`src/rtl/shift_sequencer.sv`:
```
// Multi-cycle left-shift sequencer: runs a 1-bit left shift once per clock, Amount times,
// and returns the result with a sticky overflow (OR of every bit shifted out of the MSB).
module shift_sequencer #(
  parameter int unsigned WIDTH = 8,
  parameter int unsigned CNT_W = 3
) (
  input  logic             clk,
  input  logic             reset,
  input  logic             start,
  input  logic [WIDTH-1:0] A,
  input  logic [CNT_W-1:0] Amount,
  output logic             busy,
  output logic             done,
  output logic [WIDTH-1:0] Y,
  output logic             Overflow
);

  typedef enum logic [1:0] {StIdle, StShift, StDone} state_e;

  state_e           state_q;
  logic [WIDTH-1:0] work_q;
  logic [CNT_W-1:0] cnt_q;
  logic             ovf_acc_q;

  logic [WIDTH-1:0] work_shl;
  logic             ovf_next;

  assign work_shl = {work_q[WIDTH-2:0], 1'b0};
  assign ovf_next = ovf_acc_q | work_q[WIDTH-1];

  // Y/Overflow load only on the edge entering StDone, so intermediate shifts stay hidden.
  always_ff @(posedge clk) begin
    if (reset) begin
      state_q   <= StIdle;
      work_q    <= '0;
      cnt_q     <= '0;
      ovf_acc_q <= 1'b0;
      busy      <= 1'b0;
      done      <= 1'b0;
      Y         <= '0;
      Overflow  <= 1'b0;
    end else begin
      done <= 1'b0;
      unique case (state_q)
        StIdle: begin
          if (start) begin
            work_q    <= A;
            cnt_q     <= Amount;
            ovf_acc_q <= 1'b0;
            busy      <= 1'b1;
            if (Amount != '0) begin
              state_q <= StShift;
            end else begin
              state_q  <= StDone;
              done     <= 1'b1;
              Y        <= A;
              Overflow <= 1'b0;
            end
          end
        end
        StShift: begin
          work_q    <= work_shl;
          ovf_acc_q <= ovf_next;
          cnt_q     <= cnt_q - CNT_W'(1);
          if (cnt_q == CNT_W'(1)) begin
            state_q  <= StDone;
            done     <= 1'b1;
            Y        <= work_shl;
            Overflow <= ovf_next;
          end
        end
        StDone: begin
          state_q <= StIdle;
          busy    <= 1'b0;
        end
        default: begin
          state_q <= StIdle;
          busy    <= 1'b0;
        end
      endcase
    end
  end

endmodule

```
`config.mk`:
```
export PLATFORM = sky130hd
export DESIGN_NAME = shift_sequencer
export DESIGN_NICKNAME = d
export VERILOG_FILES = /design/src/rtl/shift_sequencer.sv
export SDC_FILE = /design/constraint.sdc
export NUM_CORES = 1
export LEC_CHECK = 0
export CAP_MARGIN = 40
export CORE_MARGIN = 3
export CORE_UTILIZATION = 45
export CTS_BUF_LIST = sky130_fd_sc_hd__clkbuf_8
export DETAILED_ROUTE_END_ITERATION = 8
export DONT_BUFFER_PORTS = 1
export PLACE_DENSITY = 0.7
export SLEW_MARGIN = 40
export SYNTH_ARGS = -nofsm -noshare
export SYNTH_HDL_FRONTEND = slang
export SYNTH_SLANG_ARGS = --single-unit
```
`constraint.sdc`:
```
create_clock -name clk -period 3.35 [get_ports clk]
set_clock_uncertainty 0.05 [all_clocks]
set_input_delay 0.335 -clock clk [delete_from_list [all_inputs] [get_ports clk]]
set_output_delay 0.335 -clock clk [all_outputs]
set_load 0.01 [all_outputs]
```
==> key figures, run 1 <==
Cells and area
  – Area Overhead vs Synth: 1.70%
  – Finished Cell Area: 1200 µm²
  – Fraction of layout cells with a size suffix above 1: 15.3%
  – Antenna diodes: 0
  – Fillcell total: 224
  – Final Net Count: 128

Job
  – Max Cap Viol: 0

GRT
  – Global-route wire length before repair: 3750 µm
  – Number of global-route vias before repair: 812
  – Total GRT Usage: 14.9%
  – Initial antenna violation count: 0
  – Largest net degree at the start of global routing: 26
  – GRT Residual Overflow: 0

Timing
  – Setup ws final: 1.57 ns
  – Achievable Freq: 561 MHz
  – Finish-stage setup viols: 0
  – RSZ-0062 raised after global routing: no
  – Final period demand of the worst path: 1.78 ns
  – Slew Limit Fails: 0
  – Hold Slack: 0.0632 ns
  – Relative slew slack: 48.0%
  – Worst slew pin tran: 0.777 ns
  – Hold Fails Final Rpt: 0
  – Period Utilization, post-route: 53.2%
  – Fin Setup TNS: 0 ns

Setup path
  – FF-to-FF path depth: 3
  – RR Endpoint: Overflow$_SDFFE_PP0P_
  – CP max-delay cell: nor3b_2
  – FF-to-FF setup slack: 1.57 ns
  – CP Data Arrival Time: 1.91 ns
  – Worst EP required: 3.47 ns
  – Origin of the worst setup path: state_q[0]$_SDFFE_PP0P_
  – Crit-path leading delay family: simple AND/OR/NAND/NOR gates
  – Crit-path max cell delay: 0.70 ns
  – CP Launch Type: flop
  – Crit Path Max Fanout: 11
  – RR Startpoint: state_q[0]$_SDFFE_PP0P_
  – Setup CP Type: flop to flop
  – Worst setup EP type: flop
  – Worst path cell trace: nor3b_2 -> a21oi_2 -> mux2_4
  – CP bufs+invs: 0

Floorplanning
  – Die height: 57.2 µm
  – Die X: 57.2 µm
  – Die footprint: 3270 µm²
  – Num rows: 17
  – Num ports: 25
  – Starting Density: 50.4%
  – Core Area: 2340 µm²

Clock network
  – Gates resized, CTS repair: 0
  – Num CTS Buffers: 3
  – Max Root-Sink Buffers: 2
  – Post-CTS Setup Repair Bufs: 0
  – Reg clk slew, reported paths: 0.09 ns
  – Root Buffer Master: clkbuf_8
  – H-tree Lvls: 1
  – Worst skew pair latency: 0.27 ns
  – # hold bufs at CTS: 0
  – CTS tree: yes
  – Sink Count: 25

Pwr
  – Total Power: 637 µW
  – P_leak: 0.000457 µW
  – Power Dens Cells: 532 nW/µm²
  – IR Drop Worst-Case VDD: 0.000269 V

Detailed routing
  – Met2 WL post-DR: 1020 µm
  – Remaining routing DRC violations: 0
  – 1st-pass router iterations: 4
  – DR vias: 838
  – ANT nets after route: 0
  – Initial DRC count: 9
  – Avg WL per Cell: 16.2 µm
  – Metal1 wirelength: 1050 µm
  – Routed WL: 2260 µm
  – Met3 WL: 144 µm
  – Highest routed layer: met4
  – Vias per cell: 6.03

Worst hold path
  – End of the worst hold path: Y[2]$_SDFFE_PP0P_
  – Worst Hold Class: input port to flop
  – Hold Path Depth: 1
  – Worst hold start: reset

Yosys
  – Synth area leaders: dfxtp_1, a211oi_1, a211oi_2, mux2i_1, nor2_1
  – Syn. warnings: 0
  – Syn_area_per_cell: 10.1 µm²
  – Netlist cell types: 32
  – Synth Register Bits: 25
  – Synth area leader: dfxtp_1
  – Cell Area, Synth: 1180 µm²
  – Post-Syn Instances: 117
  – Post-Synthesis Net Count: 133
  – Synth top area share: 42.5%
  – Sequential-to-total area share from yosys stat: 42.5%

Placed design
  – Post-DP Area: 1150 µm²
  – DPL Wire Length: 1570 µm
  – Placer Congestion: 0.785
  – Port Buffers: 0
  – DP Worst Slack: 1.59 ns

Status
  – Run status: completed
## worst max-delay path by stage
stage                                       end  slack [ns]  cells past startpoint
final                     Overflow$_SDFFE_PP0P_        1.57                      3
after global routing      Overflow$_SDFFE_PP0P_        1.44                      3
after CTS                 Overflow$_SDFFE_PP0P_        1.57                      3
after detailed placement  Overflow$_SDFFE_PP0P_        1.59                      3
after global placement    Overflow$_SDFFE_PP0P_        1.61                      3
after floorplan           Overflow$_SDFFE_PP0P_        1.88                      6
## synth_stat cells (all sizes together)
cell type  count
ha             2
mux2           1
a32oi          1
nand3b         1
buf            8
nor3           6
clkbuf         3
nand4          1
a22oi          1
nand2b         2
o21bai         1
a211oi        24
o21ai          2
dfxtp         25
o221a          1
a2bb2oi        1
nand2          2
a21o           1
o21ba          1
nor2          12
nor2b          3
inv            5
nor3b          1
o211ai         1
mux2i          8
a21oi          2
and4bb         1
## cell usage in the layout, fill, tap and decap left out, drive strengths merged, types with 2 or more instances in the layout
master	count
a211oi	24
ha	2
mux2i	8
inv	5
nor3	6
clkbuf	3
nor2	12
nand2b	2
a21oi	2
dfxtp	25
nand2	2
o21ai	2
nor2b	3
## registers in the layout, indices dropped and copies added, names as in the netlist
| name | count |
|---|---|
| busy | 1 |
| ovf_acc_q | 1 |
| done | 1 |
| cnt_q | 3 |
| work_q | 8 |
| Overflow | 1 |
| state_q | 2 |
| Y | 8 |
## cells by family (layout without fill, tap and decap cells)
family                     Yosys count  count (layout)  synth area share [%]
buffers and inverters               16              10                  7.64
muxes                                9               9                  8.07
and+or+nand+nor                     29              29                  13.0
DFF                                 25              25                  42.5
adders and majority gates            2               2                  2.12
AOI/OAI and AO/OA                   36              36                  26.8
## report_power, final
part | leakage (µW) | switching [µW] | internal (µW) | total [µW]
sequential | 0.000206 | 24.3 | 323 | 348
clock | 0.0000217 | 102 | 84.5 | 186
combinational | 0.000230 | 57.5 | 45.9 | 103
total | 0.000457 | 184 | 454 | 637
## per-stage QoR
step / utilization, % / instances
6_report: 51.2 / 139
5_1_grt: 51.2 / 139
4_1_cts: 51.2 / 139
3_5_place_dp: 49.1 / 135
3_3_place_gp: 49.1 / 135
2_1_floorplan: - / 117
## routing by layer
layer / vias up / GRT usage (%)
met4: 0 / 6.95
met5: - / 0
met2: 16 / 22.8
met3: 5 / 6.11
li1: 422 / -
met1: 395 / 18.3
## area by class of cell
| class | instances | area (µm²) | area share (%) |
|---|---|---|---|
| multi-input cells | 76 | 588 | 49.1 |
| flip-flops and latches | 25 | 500 | 41.8 |
| clock buffers | 3 | 41.3 | 3.44 |
| well taps | 28 | 35.0 | 2.92 |
| inverters | 5 | 18.8 | 1.57 |
| clock inverters | 1 | 7.51 | 0.626 |
| repair buffers | 1 | 7.51 | 0.626 |
Note: power is estimated with default switching activity, not from simulation.
==> run 2: changes to the inputs <==
==> constraint.sdc (replaced) <==
create_clock -name clk -period 1.7 [get_ports clk]
set_clock_uncertainty 0.05 [all_clocks]
set_input_delay 0.17 -clock clk [delete_from_list [all_inputs] [get_ports clk]]
set_output_delay 0.17 -clock clk [all_outputs]
set_load 0.01 [all_outputs]
==> key figures, run 2 (synthesis results as in run 1) <==
Setup path
  – Setup CP Type: flop to flop
  – CP Launch Type: flop
  – Worst EP required: 1.81 ns
  – Crit Path Max Fanout: 9
  – CP Data Arrival Time: 1.72 ns
  – FF-to-FF path depth: 5
  – Worst setup EP type: flop

Timing
  – RSZ-0062 raised after global routing: no
  – Hold Fails Final Rpt: 0
  – Final period demand of the worst path: 1.61 ns
  – Period Utilization, post-route: 94.7%
  – Relative slew slack: 67.8%
  – Finish-stage setup viols: 0
  – Fin Setup TNS: 0 ns
  – Achievable Freq: 621 MHz
  – Worst slew pin tran: 0.483 ns
  – Slew Limit Fails: 0

Floorplanning
  – Num ports: 25
  – Core Area: 2340 µm²
  – Die height: 57.2 µm
  – Starting Density: 50.4%
  – Die X: 57.2 µm
  – Die footprint: 3270 µm²
  – Num rows: 17

Pwr
  – P_leak: 0.000496 µW
  – Power Dens Cells: 1010 nW/µm²
  – Total Power: 1280 µW
  – Net Switching: 367 µW
  – Portion of total power attributed to combinational logic: 19.2%
  – Sw frac: 28.6%
  – Clk network pwr share: 27.7%
  – IR Drop Worst-Case VDD: 0.000803 V
  – Pint: 916 µW
  – Reg power frac: 53.0%

Clock network
  – CTS tree: yes
  – Worst skew pair latency: 0.27 ns
  – Reg clk slew, reported paths: 0.09 ns
  – Post-CTS Setup Repair Bufs: 0
  – Sink Count: 25
  – Gates resized, CTS repair: 0
  – Num CTS Buffers: 3
  – Root Buffer Master: clkbuf_8
  – H-tree Lvls: 1
  – Max Root-Sink Buffers: 2
  – # hold bufs at CTS: 2

Placed design
  – Port Buffers: 0
  – Placer Congestion: 0.839
  – Post-DP Area: 1200 µm²
  – DPL Wire Length: 1740 µm

Cells and area
  – Finished Cell Area: 1260 µm²
  – Post-layout util: 54.0%
  – Fillcell total: 221
  – Fraction of layout cells with a size suffix above 1: 19.5%
  – Most frequent cells in the layout: dfxtp_1, a211oi_1, nor2_1
  – Top Registers: Y: 8 flops, work_q: 8 flops, cnt_q: 3 flops
  – Final Net Count: 135
  – Antenna diodes: 0
  – Area Overhead vs Synth: 7.22%
  – Most common cell after layout, fill and taps aside: dfxtp_1

GRT
  – Largest net degree at the start of global routing: 23
  – Global-route wire length before repair: 4130 µm
  – Number of global-route vias before repair: 835
  – Total GRT Usage: 16.2%
  – Initial antenna violation count: 0
  – GRT Residual Overflow: 0

Detailed routing
  – 1st-pass router iterations: 4
  – Routed WL: 2400 µm
  – Vias per cell: 5.84
  – ANT nets after route: 0
  – DR vias: 853
  – Avg WL per Cell: 16.4 µm
  – Remaining routing DRC violations: 0
  – Initial DRC count: 10

Worst hold path
  – Hold Path Depth: 2
  – Worst Hold Class: input port to flop

Job
  – Max Cap Viol: 0

Status
  – Run status: completed
-- run 2: final cells by class --
| cell class | instances | area, µm² | area share [%] |
|---|---|---|---|
| Clock buffer | 3 | 41.3 | 3.27 |
| Clock inverter | 1 | 7.51 | 0.594 |
| Multi-Input combinational cell | 76 | 588 | 46.5 |
| Timing Repair Buffer | 8 | 72.6 | 5.74 |
| Inverter | 5 | 18.8 | 1.49 |
| Sequential cell | 25 | 500 | 39.6 |
| Tap cell | 28 | 35.0 | 2.77 |
-- run 2: path summary, 6_finish.rpt --
check	slack, ns	startpoint	end
setup reg to reg	0.09	cnt_q[1]$_SDFFE_PP0P_	Overflow$_SDFFE_PP0P_
setup / recovery	0.09	cnt_q[1]$_SDFFE_PP0P_	Overflow$_SDFFE_PP0P_
hold / removal	0.02	A[0]	work_q[0]$_SDFFE_PP0P_
hold reg to reg	0.42	cnt_q[1]$_SDFFE_PP0P_	cnt_q[1]$_SDFFE_PP0P_
-- run 2: worst max-delay path: stages, from the launching register on --
cell and delay (ns):
dfxtp_1 0.34, inv_1 0.06, ha_1 0.19, and4bb_1 0.31, a21oi_2 0.23, mux2_4 0.31
-- run 2: metal layers --
metal / part of all wire, % / GRT usage (%) / wire [µm] / up-vias
li1: - / - / - / 433
met2: 47 / 25.3 / 1130 / 17
met5: 0 / 0 / 0 / -
met1: 45 / 21.1 / 1090 / 399
met4: 1.0 / 4.97 / 25 / 0
met3: 6.4 / 5.43 / 153 / 4
-- run 2: power by group through the flow --
stage               Clock (µW)  Sequential, µW  Combinational, µW
finish                     356             680                247
global route               397             687                277
CTS                        373             680                249
detailed placement           0             694                235
global placement             0             692                228
floorplan                    0             682                207
-- run 2: through the flow --
stage	instances	setup slack, ns	hold WS, ns
floorplan	117	0.230	0.263
global placement	140	0.183	0.189
detailed placement	140	0.109	0.191
CTS	146	0.0838	0.00768
global route	146	0.0185	0.0322
finish	146	0.0906	0.0191
==> run 3: changes to the inputs <==
--- a/config.mk
+++ b/config.mk
@@ -12,6 +12,7 @@
 export DETAILED_ROUTE_END_ITERATION = 8
 export DONT_BUFFER_PORTS = 1
 export PLACE_DENSITY = 0.7
+export SETUP_SLACK_MARGIN = 0.5
 export SLEW_MARGIN = 40
 export SYNTH_ARGS = -nofsm -noshare
 export SYNTH_HDL_FRONTEND = slang
==> key figures, run 3 (synthesis results as in run 1) <==
Status
  – Run status: finished with violations
  – Failing checks: hold timing

GRT
  – Number of global-route vias before repair: 894
  – GRT Residual Overflow: 0
  – Largest net degree at the start of global routing: 26
  – Global-route wire length before repair: 4280 µm
  – Total GRT Usage: 16.5%
  – Initial antenna violation count: 0

Floorplanning
  – Core Area: 2340 µm²
  – Die height: 57.2 µm
  – Die footprint: 3270 µm²
  – Num ports: 25
  – Num rows: 17
  – Die X: 57.2 µm
  – Starting Density: 50.4%

Pwr
  – Pint: 958 µW
  – Total Power: 1360 µW
  – Clk network pwr share: 26.9%
  – Power Dens Cells: 955 nW/µm²
  – IR Drop Worst-Case VDD: 0.000732 V
  – Sw frac: 29.5%
  – Reg power frac: 51.2%
  – Net Switching: 402 µW
  – Portion of total power attributed to combinational logic: 21.9%
  – P_leak: 0.000510 µW

Setup path
  – CP Launch Type: flop
  – Setup CP Type: flop to flop
  – CP max-delay cell: dfxtp_2
  – CP Data Arrival Time: 1.49 ns
  – Worst path cell trace: inv_2 -> ha_4 -> and4bb_4 -> a21oi_4 -> mux2_4
  – CP bufs+invs: 1
  – Crit Path Max Fanout: 5
  – Worst setup EP type: flop
  – Crit-path leading delay family: flip-flops
  – Crit-path max cell delay: 0.34 ns
  – Worst EP required: 1.82 ns

Cells and area
  – Final Net Count: 138
  – Area Overhead vs Synth: 20.8%
  – Non-Filler Instances: 149
  – Antenna diodes: 0
  – Fillcell total: 183
  – Most common cell after layout, fill and taps aside: dfxtp_1
  – Fraction of layout cells with a size suffix above 1: 38.8%
  – Top Registers: Y: 8 flops, work_q: 8 flops, cnt_q: 3 flops
  – Finished Cell Area: 1420 µm²
  – Most frequent cells in the layout: dfxtp_1, a211oi_1, a211oi_2, nor2_1, buf_4

Timing
  – Period Utilization, post-route: 80.6%
  – Worst slew pin tran: 0.311 ns
  – Final period demand of the worst path: 1.37 ns
  – RSZ-0062 raised after global routing: yes
  – Hold Fails Final Rpt: 22
  – Relative slew slack: 79.1%
  – Achievable Freq: 730 MHz
  – Slew Limit Fails: 0
  – Hold Slack: -0.0994 ns
  – Finish-stage setup viols: 0
  – Fin Setup TNS: 0 ns

Placed design
  – Placer Congestion: 0.847
  – Port Buffers: 0
  – DPL Wire Length: 1710 µm
  – Post-DP Area: 1210 µm²
  – Placed insts: 139

Clock network
  – Reg clk slew, reported paths: 0.09 ns
  – Sink Count: 25
  – CTS tree: yes
  – Worst skew pair latency: 0.27 ns
  – Root Buffer Master: clkbuf_8
  – H-tree Lvls: 1
  – Num CTS Buffers: 3
  – # hold bufs at CTS: 1
  – Max Root-Sink Buffers: 2

Detailed routing
  – Routed WL: 2640 µm
  – 1st-pass router iterations: 4
  – Vias per cell: 5.87
  – Avg WL per Cell: 17.7 µm
  – DR vias: 875
  – Remaining routing DRC violations: 0
  – ANT nets after route: 0
  – Initial DRC count: 15

Job
  – Max Cap Viol: 0

Worst hold path
  – Worst Hold Class: input port to flop
## run 3: path summary, 6_finish.rpt
kind / from / to / slack (ns) / depth (start not counted)
worst max-delay path: cnt_q[1]$_SDFFE_PP0P_ / Overflow$_SDFFE_PP0P_ / 0.33 / 5
worst min-delay path: reset / Y[7]$_SDFFE_PP0P_ / -0.1 / 1
worst max register to register: cnt_q[1]$_SDFFE_PP0P_ / Overflow$_SDFFE_PP0P_ / 0.33 / 5
worst min register to register: cnt_q[1]$_SDFFE_PP0P_ / cnt_q[1]$_SDFFE_PP0P_ / 0.42 / 2
## run 3: through the flow
| stage | setup slack [ns] | util, % | hold WS [ns] |
|---|---|---|---|
| global placement | 0.205 | 51.9 | 0.186 |
| global route | 0.289 | 60.9 | -0.110 |
| detailed placement | 0.124 | 51.9 | 0.190 |
| CTS | 0.340 | 57.5 | -0.105 |
| finish | 0.331 | 60.9 | -0.0994 |
| floorplan | 0.293 | - | 0.263 |
## run 3: cell type report
cell class	count	area [µm²]	area share, %
Sequential cell	25	510	35.9
Multi-Input combinational cell	77	717	50.4
Clock buffer	3	41.3	2.90
Inverter	5	18.8	1.32
Timing Repair Buffer	10	93.8	6.59
Tap cell	28	35.0	2.46
Clock inverter	1	7.51	0.527
## run 3: routing by layer
metal  vias to the layer above  GRT usage (%)  share of wire [%]
met5                         -              0                  0
met4                         0           5.63                1.3
met3                         4           4.30                5.9
met2                        20           26.1                 47
met1                       410           21.9                 46
li1                        441              -                  -
## run 3: power by group through the flow
stage               Sequential (µW)  Combinational [µW]  Clock [µW]
finish                          696                 298         366
global placement                697                 228           0
floorplan                       684                 212           0
CTS                             691                 269         375
global route                    703                 324         392
detailed placement              700                 235           0
## run 3: timing repair
action                                 4_1_cts  5_1_grt
endpoints found under the hold margin       23       22
pin swaps                                    1        0
setup endpoints to repair                   23       23
resized for setup                           15       12
cloned                                       1        0
setup buffers                                2        2
